**src/rtl/mul_add_if.sv**
```systemverilog
// ---------------------------------------------------------------------------
// mul_add_if : start/done handshake and operand/result bus for mul_add
// Revision   : 1.0
// ---------------------------------------------------------------------------
`default_nettype none

interface mul_add_if #(
  parameter int N = 8
);
  logic           start;
  logic [N-1:0]   a;
  logic [N-1:0]   b;
  logic [N-1:0]   c;
  logic           busy;
  logic           done;
  logic [2*N-1:0] product;

  modport master (
    output start, a, b, c,
    input  busy, done, product
  );

  modport slave (
    input  start, a, b, c,
    output busy, done, product
  );
endinterface

`default_nettype wire

```
**src/rtl/mul_add.sv**
```systemverilog
// ---------------------------------------------------------------------------
// mul_add  : iterative unsigned a*b+c, one shift-add step per clock
// Option   : MUL_ADD_EARLY_EN finishes as soon as the remaining multiplier is 0
// Revision : 1.0
// ---------------------------------------------------------------------------
`default_nettype none

module mul_add #(
  parameter int N = 8
) (
  input  logic     clk,
  input  logic     rst_n,
  mul_add_if.slave bus
);

  typedef enum logic [0:0] {
    IDLE = 1'b0,
    RUN  = 1'b1
  } state_t;

  localparam int             CW   = (N > 1) ? $clog2(N) : 1;
  localparam logic [CW-1:0]  LAST = CW'(N - 1);

  state_t         state;
  logic [2*N-1:0] acc;
  logic [2*N-1:0] mcand;
  logic [N-1:0]   mplier;
  logic [CW-1:0]  cnt;
  logic           busy;
  logic           done;
  logic [2*N-1:0] product;

  logic [2*N-1:0] acc_step;
  logic           last_step;

  // Worst case a*b+c = 2^2N - 2^N, so the 2N-bit accumulator never carries out.
  always_comb begin
    acc_step = acc;
    if (mplier[0]) begin
      acc_step = acc + mcand;
    end
  end

`ifdef MUL_ADD_EARLY_EN
  assign last_step = (cnt == LAST) || ((mplier >> 1) == '0);
`else
  assign last_step = (cnt == LAST);
`endif

  always_ff @(posedge clk or negedge rst_n) begin
    if (!rst_n) begin
      state   <= IDLE;
      acc     <= '0;
      mcand   <= '0;
      mplier  <= '0;
      cnt     <= '0;
      busy    <= 1'b0;
      done    <= 1'b0;
      product <= '0;
    end else begin
      done <= 1'b0;
      case (state)
        IDLE: begin
          if (bus.start) begin
            acc    <= {{N{1'b0}}, bus.c};
            mcand  <= {{N{1'b0}}, bus.a};
            mplier <= bus.b;
            cnt    <= '0;
            busy   <= 1'b1;
            state  <= RUN;
          end
        end
        RUN: begin
          acc    <= acc_step;
          mcand  <= mcand << 1;
          mplier <= mplier >> 1;
          cnt    <= cnt + CW'(1);
          if (last_step) begin
            product <= acc_step;
            done    <= 1'b1;
            busy    <= 1'b0;
            state   <= IDLE;
          end
        end
        default: state <= IDLE;
      endcase
    end
  end

  assign bus.busy    = busy;
  assign bus.done    = done;
  assign bus.product = product;

endmodule

`default_nettype wire

```
**src/flat_wrapper.sv**
```systemverilog
// flat-port wrapper written by rule: the top's interface ports become plain ports
module mul_add_flat 
#(
  parameter int N = 8
)
  (clk, rst_n, bus_start, bus_a, bus_b, bus_c, bus_busy, bus_done, bus_product);
  mul_add_if #(.N(N)) bus_i ();
  input  logic clk;
  input  logic rst_n;
  input wire logic [$bits(bus_i.start)-1:0] bus_start;
  input wire logic [$bits(bus_i.a)-1:0] bus_a;
  input wire logic [$bits(bus_i.b)-1:0] bus_b;
  input wire logic [$bits(bus_i.c)-1:0] bus_c;
  output wire logic [$bits(bus_i.busy)-1:0] bus_busy;
  output wire logic [$bits(bus_i.done)-1:0] bus_done;
  output wire logic [$bits(bus_i.product)-1:0] bus_product;
  assign bus_i.start = bus_start;
  assign bus_i.a = bus_a;
  assign bus_i.b = bus_b;
  assign bus_i.c = bus_c;
  assign bus_busy = bus_i.busy;
  assign bus_done = bus_i.done;
  assign bus_product = bus_i.product;
  mul_add #(.N(N)) u_core (.clk(clk), .rst_n(rst_n), .bus(bus_i));
endmodule
```
**config.mk**
```make
export PLATFORM = sky130hd
export DESIGN_NAME = mul_add_flat
export DESIGN_NICKNAME = d
export VERILOG_FILES = /design/src/rtl/mul_add_if.sv /design/src/rtl/mul_add.sv /design/src/flat_wrapper.sv
export SDC_FILE = /design/constraint.sdc
export NUM_CORES = 1
export LEC_CHECK = 0
export BUFFER_PORTS_ARGS = -buffer_cell sky130_fd_sc_hd__buf_2
export CAP_MARGIN = 25
export CORE_UTILIZATION = 60
export CTS_BUF_LIST = sky130_fd_sc_hd__clkbuf_8
export CTS_CLUSTER_SIZE = 14
export DETAILED_ROUTE_END_ITERATION = 10
export PLACE_DENSITY_LB_ADDON = 0.08
export REMOVE_ABC_BUFFERS = 1
export SLEW_MARGIN = 40
export SYNTH_ARGS = -nofsm -noshare
export SYNTH_HDL_FRONTEND = slang
export SYNTH_SLANG_ARGS = --single-unit
export TNS_END_PERCENT = 20
```
**constraint.sdc**
```tcl
create_clock -name clk -period 3.1 [get_ports clk]
set_clock_uncertainty 0.1 [all_clocks]
set_input_delay 0.155 -clock clk [delete_from_list [all_inputs] [get_ports clk]]
set_output_delay 0.155 -clock clk [all_outputs]
set_load 0.05 [all_outputs]
```
### After elaboration in Yosys (flattened, before gate mapping)

Cells that the tools add are included.

* input bits: 27
* bits in registers: 62

* reductions and logical operators: 2
* muxes and demuxes: 17
* $add $sub $neg: 2
* equality and inequality tests: 3
* bitwise gates (word level): 1

Operators with widths (count)
* case mux 16 bit (2 select lines): 2
* two-way mux 16 bit: 3
* adder 16 bit: 1
* case mux 8 bit (2 select lines): 1
* two-way mux 8 bit: 1
* two-way mux 1 bit: 6
* case mux 3 bit (2 select lines): 1
* inequality test 2 bit (second input constant): 2
* case mux 1 bit (2 select lines): 2
* AND reduction 2 bit: 2
* adder 3 x 1 -> 3 bit (second input constant): 1
* equality test 3 bit (second input constant): 1
* two-way mux 3 bit: 1
* NOT 1 bit: 1

### Longest topological paths before layout

Gate-level depths: netlist (run 1).

* depth after elaboration: 3
* depth in mapped cells: 9
* depth with buffers taken out: 9

### Least setup slack after synthesis (run 1)

No wires, ideal clock.

* path type: reg2reg
* from: reg u_core.mcand[0]
* to: reg u_core.product[8], in the netlist u_core.bus.product[8]
* data required time: 2.876 ns
* slack: 0.566 ns
* data arrival time: 2.310 ns
* library setup time: 0.124 ns
* stages on the path, launching flop included: 10
* path buffers: 0
* cell sequence: dfrtp_1 -> ha_1 -> fa_1 -> a21o_1 -> a21oi_2 -> o21bai_2 -> a2111oi_2 -> nor3_2 -> mux2i_1 -> a211o_1

* longest elaborated chain between the ends: 2

RTL lines
* start: declaration: RTL line mul_add.sv:26 `logic [2*N-1:0] mcand;`
* start signal: assignment: RTL line mul_add.sv:66 `mcand <= {{N{1'b0}}, bus.a};`
* start signal: assignment: RTL line mul_add.sv:75 `mcand <= mcand << 1;`
* adder 16 bit: RTL line mul_add.sv:40 `acc_step = acc + mcand;`
* two-way mux 16 bit: RTL line mul_add.sv:39 `if (mplier[0]) begin`
* end signal: assignment: RTL line mul_add.sv:79 `product <= acc_step;`
* end: declaration: RTL line mul_add.sv:31 `logic [2*N-1:0] product;`

Every way passes these cells.
A chain may end at the register's enable or synchronous reset.

### Worst setup path in the final report (run 1)

Ends and elaborated chain as after synthesis.

==> impl_metrics.yaml, run 1 <==
status:
  status: "finished, final reports clean"
timing:
  fmax_mhz: 367.9
  rsz0062_at_grt: "no"
  timing.hold.ws_ns: 0.006622
  slew_violations: 0
  tightestPinTransition_ns: 0.7606
  min_period_ns: 2.718
  finalSetupViolations: 0
  relSlewSlack_pct: 49.30
  hold_viol: 0
  finalSetupTns_ns: 0
  fin_crit_sh_pct: 87.67
  finalWorstSetupSlack_ns: 0.3821
clocking:
  cts-root-buf: "clkbuf_8"
  ctsResizeCount: 0
  cts_max_level: 3
  numCtsBuffers: 9
  cts_tree: "built"
  postCtsHoldBufs: 5
  path_clk_slew_ns: 0.07
  cts_setup_buffers: 0
  clkSinkCount: 62
  clock_latency_ns: 0.34
  cts_buffer_depth: 2
floorplan:
  initial_utilization_pct: 64.27
  dieHeight_microns: 77.14
  ioPinCount: 45
  die-width_microns: 77.14
  dieArea_sq_um: 5950
  core-area_sq_um: 5270
  rows: 26
global_routing:
  grt_antenna_before_repair: 0
  grt_pass1_wl_microns: 13210
  grt_pass1_vias: 2768
  grt_max_degree: 41
  grt.total_usage_pct: 28.45
  grt.overflow.total: 0
place:
  dpl.hpwl_microns: 5150
  gp_routability_congestion: 0.9467
  io_buffer_count: 44
  place_ws_ns: 0.3978
yosys:
  yosysWarnings: 0
  yosys.area.top_type: "dfrtp_1"
  avgSynthCellArea_sq_um: 9.846
  netlist_area_sq_um: 3387
  synth_edf_count: 0
  yosys-top-cells-count: "dfrtp_1 (62), nand2_1 (46), o21ai_0 (33)"
  synth_cell_types: 49
  seq_area_frac_synth_pct: 45.81
  synth_area_leaders: "dfrtp_1 (46%), mux2i_1 (7.1%), ha_1 (6.3%)"
  synth.top_cell.area_share_pct: 45.81
  synth-main-ff-cell: "dfrtp_1"
  synthArstFlopShare_pct: 100.0
  yosysMostFrequentCell: "dfrtp_1"
  synth-seq-cells: 62
  syn_inst: 344
critical_path:
  cp_slowest_stage_delay_ns: 0.41
  critPathLaunchType: "flip-flop"
  path_max_fanout: 3
  crit_arrival_ns: 2.84
  r2r_cells: 9
  ff2ff_setup_slack_ns: 0.38
  cp_data_required_time_ns: 3.22
  slowest_stage: "fa_1"
  crit_chain: "ha_1 > fa_1 > a21o_1 > a21oi_2 > o21bai_2 > a2111oi_2 > nor3_2 > mux2i_1 > a211o_1"
  setup.worst_path.end_class: "flip-flop"
  crit_type: "flip-flop to flip-flop"
  r2r_start: "u_core.mcand[0]"
  r2r-end: "u_core.bus.product[8]"
  cp-startpoint: "u_core.mcand[0]"
finish:
  fin_util_pct: 74.76
  n_antenna_cell: 0
  area_growth_pct: 16.33
  fillers: 399
  drive_gt1_share_pct: 19.40
  finalNetCount: 437
  multi_input_area_sq_um: 1740
  seq_area_sq_um: 1551
min_path:
  holdCritStartpoint: "bus_b[6]"
  min_path_type: "primary input to flip-flop"
  hold_depth: 3
  min_to: "u_core.mplier[6]"
detailed_routing:
  routedWlPerCell_microns: 16.27
  drt_iter0_markers: 221
  viasPerCell: 5.880
  drcViolationCount: 0
  drt.antenna.violating_nets: 0
  routed_wl_microns: 7600
  vias: 2746
  dr.pass1.iters: 5
power_and_ir_drop:
  seqPwrFrac_pct: 31.4
  ir_worst_vdd_uv: 751.2
  power_switching_mw: 2.148
  pwr-share-clk_pct: 16.4
  p_leak_nw: 1.912
  internal-power_mw: 2.515
  p_total_mw: 4.662
  power_frac_comb_pct: 52.2
  p_sw_share_pct: 46.06
  power.density_nw_per_um2: 1183
flow_run:
  max_cap_viol_count: 0
## routing by layer
| layer | vias to the layer above | share of wire, % | GRT usage [%] |
|---|---|---|---|
| met5 | - | 0 | 0 |
| met4 | 0 | 1.0 | 10.38 |
| met3 | 10 | 4.8 | 4.286 |
| met2 | 68 | 47 | 46.46 |
| met1 | 1328 | 47 | 38.33 |
| li1 | 1340 | - | - |
## final cells by class
cell class / instances / area share, %
inverters: 7 / 0.6669
clock inverters: 3 / 1.016
repair buffers: 55 / 8.003
well taps: 70 / 2.223
clock buffers: 13 / 4.541
flip-flops and latches: 62 / 39.38
multi-input cells: 257 / 44.17
## metrics by stage
| stage | cells | instance area (sq um) |
|---|---|---|
| floorplan | 326 | 3318 |
| global route | 467 | 3940 |
| global placement | 446 | 3671 |
| finish | 467 | 3940 |
| detailed placement | 446 | 3671 |
| CTS | 467 | 3940 |
## worst max-delay path by stage
stage                                  endpoint  cells after the start
final                     u_core.bus.product[8]                      9
after floorplan           u_core.bus.product[8]                      9
after detailed placement  u_core.bus.product[8]                      9
after global routing      u_core.bus.product[8]                      9
after CTS                 u_core.bus.product[8]                      9
after global placement    u_core.bus.product[8]                      9
## flip-flops by register name, summed over array words and instances, names as in the netlist
| register | flops |
|---|---|
| u_core.bus.product | 16 |
| u_core.bus.busy | 1 |
| u_core.state | 1 |
| u_core.acc | 16 |
| u_core.cnt | 3 |
| u_core.bus.done | 1 |
| u_core.mcand | 16 |
| u_core.mplier | 8 |
## placed cells by master, fill, tap and decap left out, types with 2 or more instances in the layout
master	synthesis	layout
a2111oi_2	2	2
a211o_1	3	3
a21o_1	5	5
a21oi_1	17	17
a21oi_2	3	3
a22o_1	8	8
and2_1	2	2
and3_1	5	5
buf_2	1	44
buf_4	0	6
clkbuf_8	0	13
clkinv_2	0	2
dfrtp_1	62	62
dlygate4sd3_1	0	5
ha_1	17	17
inv_1	6	6
mux2i_1	24	24
nand2_1	46	46
nand2b_1	10	10
nand3_1	8	8
nor2_1	20	20
nor3_1	2	2
o211ai_1	2	2
o21a_1	5	5
o21ai_0	33	33
o21ai_1	2	2
o22ai_1	9	9
xnor2_1	8	8
xor2_1	4	4
## cell families after synthesis
logic type	after synthesis	synth area share, %
AOI/OAI and AO/OA	103	20.72
xor gates and xnor gates	12	3.103
adders and majority gates	18	6.871
buffers and inverters	25	2.807
DFF	62	45.81
muxes	25	7.425
and+or+nand+nor	99	13.26
## power by group through the flow
stage / Clock (mW) / Sequential, mW / Combinational [mW]
final: 0.767 / 1.46 / 2.43
after global routing: 0.809 / 1.51 / 2.68
after CTS: 0.774 / 1.46 / 2.43
after detailed placement: 0 / 1.47 / 2.39
after global placement: 0 / 1.46 / 2.32
after floorplan: 0 / 1.80 / 1.46
## worst max-delay path, delay by kind of cell, from the launching register on
| kind | cells | cell delay (ns) |
|---|---|---|
| compound gates | 5 | 1.20 |
| fa+ha+maj | 2 | 0.64 |
| flops | 1 | 0.40 |
| mux | 1 | 0.13 |
| simple gates | 1 | 0.12 |
No activity file was read; power rests on OpenSTA's default activity.
==> inputs of run 2 (changes only) <==
--- a/config.mk
+++ b/config.mk
@@ -11,7 +11,7 @@
 export CTS_BUF_LIST = sky130_fd_sc_hd__clkbuf_8
 export CTS_CLUSTER_SIZE = 14
 export DETAILED_ROUTE_END_ITERATION = 10
-export PLACE_DENSITY_LB_ADDON = 0.08
+export PLACE_DENSITY = 0.83
 export REMOVE_ABC_BUFFERS = 1
 export SLEW_MARGIN = 40
 export SYNTH_ARGS = -nofsm -noshare
==> impl_metrics.yaml, run 2 (synthesis gave the netlist of run 1 again) <==
status:
  status: "finished, final reports clean"
timing:
  min_period_ns: 2.704
  fin_crit_sh_pct: 87.22
  relSlewSlack_pct: 46.10
  slew_violations: 0
  fmax_mhz: 369.8
  finalSetupViolations: 0
  hold_viol: 0
  tightestPinTransition_ns: 0.8085
  rsz0062_at_grt: "no"
  finalSetupTns_ns: 0
  finalWorstSetupSlack_ns: 0.3962
critical_path:
  cp_data_required_time_ns: 3.23
  crit_arrival_ns: 2.83
  path_max_fanout: 3
  crit_type: "flip-flop to flip-flop"
  critPathLaunchType: "flip-flop"
  setup.worst_path.end_class: "flip-flop"
clocking:
  ctsResizeCount: 0
  cts_buffer_depth: 2
  clkSinkCount: 62
  cts_max_level: 3
  path_clk_slew_ns: 0.07
  clock_latency_ns: 0.34
  cts-root-buf: "clkbuf_8"
  cts_setup_buffers: 0
  cts_tree: "built"
  numCtsBuffers: 9
  postCtsHoldBufs: 10
floorplan:
  initial_utilization_pct: 64.27
  ioPinCount: 45
  dieHeight_microns: 77.14
  die-width_microns: 77.14
  dieArea_sq_um: 5950
  rows: 26
  core-area_sq_um: 5270
finish:
  n_antenna_cell: 0
  finalNetCount: 443
  layout_commonest_cell: "dfrtp_1"
  stdcell_count: 473
  area_growth_pct: 18.54
  final_cell_mix: "dfrtp_1 (62), nand2_1 (46), buf_2 (43)"
  top_regs: "u_core.acc x16, u_core.bus.product x16, u_core.mcand x16"
  drive_gt1_share_pct: 19.11
  fin_util_pct: 76.19
flow_run:
  max_cap_viol_count: 0
power_and_ir_drop:
  pwr-share-clk_pct: 17.5
  p_leak_nw: 1.946
  power.density_nw_per_um2: 1179
  internal-power_mw: 2.581
  power_switching_mw: 2.151
  p_sw_share_pct: 45.46
  power_frac_comb_pct: 51.8
  seqPwrFrac_pct: 30.7
  ir_worst_vdd_uv: 766.3
detailed_routing:
  viasPerCell: 6.034
  drt_iter0_markers: 192
  routedWlPerCell_microns: 16.42
  routed_wl_microns: 7765
  drcViolationCount: 0
  drt.antenna.violating_nets: 0
  dr.pass1.iters: 4
  vias: 2854
global_routing:
  use_met3_pct: 7.500
  grt_pass1_wl_microns: 13320
  grt.overflow.total: 0
  grt_max_degree: 44
  grt.total_usage_pct: 28.86
  top_usage_layer: "met2"
  grt_util_met1_pct: 36.17
  grt_pass1_vias: 2891
  met2_usage_pct: 47.70
  grt_antenna_before_repair: 0
place:
  gp_routability_congestion: 0.9068
  io_buffer_count: 44
  dp_cells: 447
  dpl.hpwl_microns: 5237
  place_ws_ns: 0.4100
min_path:
  min_path_type: "primary input to flip-flop"
-- run 2: layer usage --
layer | wire (microns) | part of all wire, %
met5 | 0 | 0
met4 | 143 | 1.8
met3 | 352 | 4.5
met2 | 3880 | 50
met1 | 3388 | 44
-- run 2: final cells by class --
| class | count | area, sq um |
|---|---|---|
| multi-input cells | 257 | 1740 |
| flip-flops and latches | 62 | 1551 |
| clock buffers | 12 | 165.2 |
| repair buffers | 61 | 375.4 |
| clock inverters | 4 | 68.82 |
| well taps | 70 | 87.58 |
| inverters | 7 | 26.28 |
| fillers | 383 | 1255 |
-- run 2: worst paths after layout --
| kind | startpoint | end | slack (ns) | cells after the start |
|---|---|---|---|---|
| worst max-delay path | u_core.mcand[0] | u_core.bus.product[8] | 0.40 | 9 |
| worst min-delay path | bus_a[6] | u_core.mcand[6] | 0.009 | 3 |
| worst max register to register | u_core.mcand[0] | u_core.bus.product[8] | 0.40 | 9 |
| worst min register to register | u_core.bus.product[10] | u_core.bus.product[10] | 0.38 | 2 |
| max in group asynchronous | rst_n | u_core.acc[1] | 2.09 | 3 |
| min in group asynchronous | rst_n | u_core.mplier[3] | 0.24 | 2 |
-- run 2: stage by stage --
stage / hold WS, ns / instance area [sq um] / power (mW)
2_1_floorplan: -0.2406 / 3318 / 3.263
3_3_place_gp: 0.2529 / 3679 / 3.771
3_5_place_dp: 0.07849 / 3681 / 3.858
4_1_cts: 0.0009192 / 4015 / 4.723
5_1_grt: 0.01172 / 4015 / 5.046
6_report: 0.009021 / 4015 / 4.732
-- run 2: power groups by stage --
stage          Sequential (mW)  Combinational [mW]  Clock (mW)
6_report                  1.45                2.45       0.829
5_1_grt                   1.50                2.68       0.867
4_1_cts                   1.44                2.43       0.844
3_5_place_dp              1.46                2.40           0
3_3_place_gp              1.44                2.33           0
2_1_floorplan             1.80                1.46           0
-- run 2: critical path, stage by stage (launching register included) --
cell	delay (ns)
dfrtp_1	0.40
ha_1	0.24
fa_1	0.41
a21o_1	0.20
a21oi_2	0.22
o21bai_2	0.10
a2111oi_2	0.41
nor3_2	0.12
mux2i_1	0.13
a211o_1	0.27
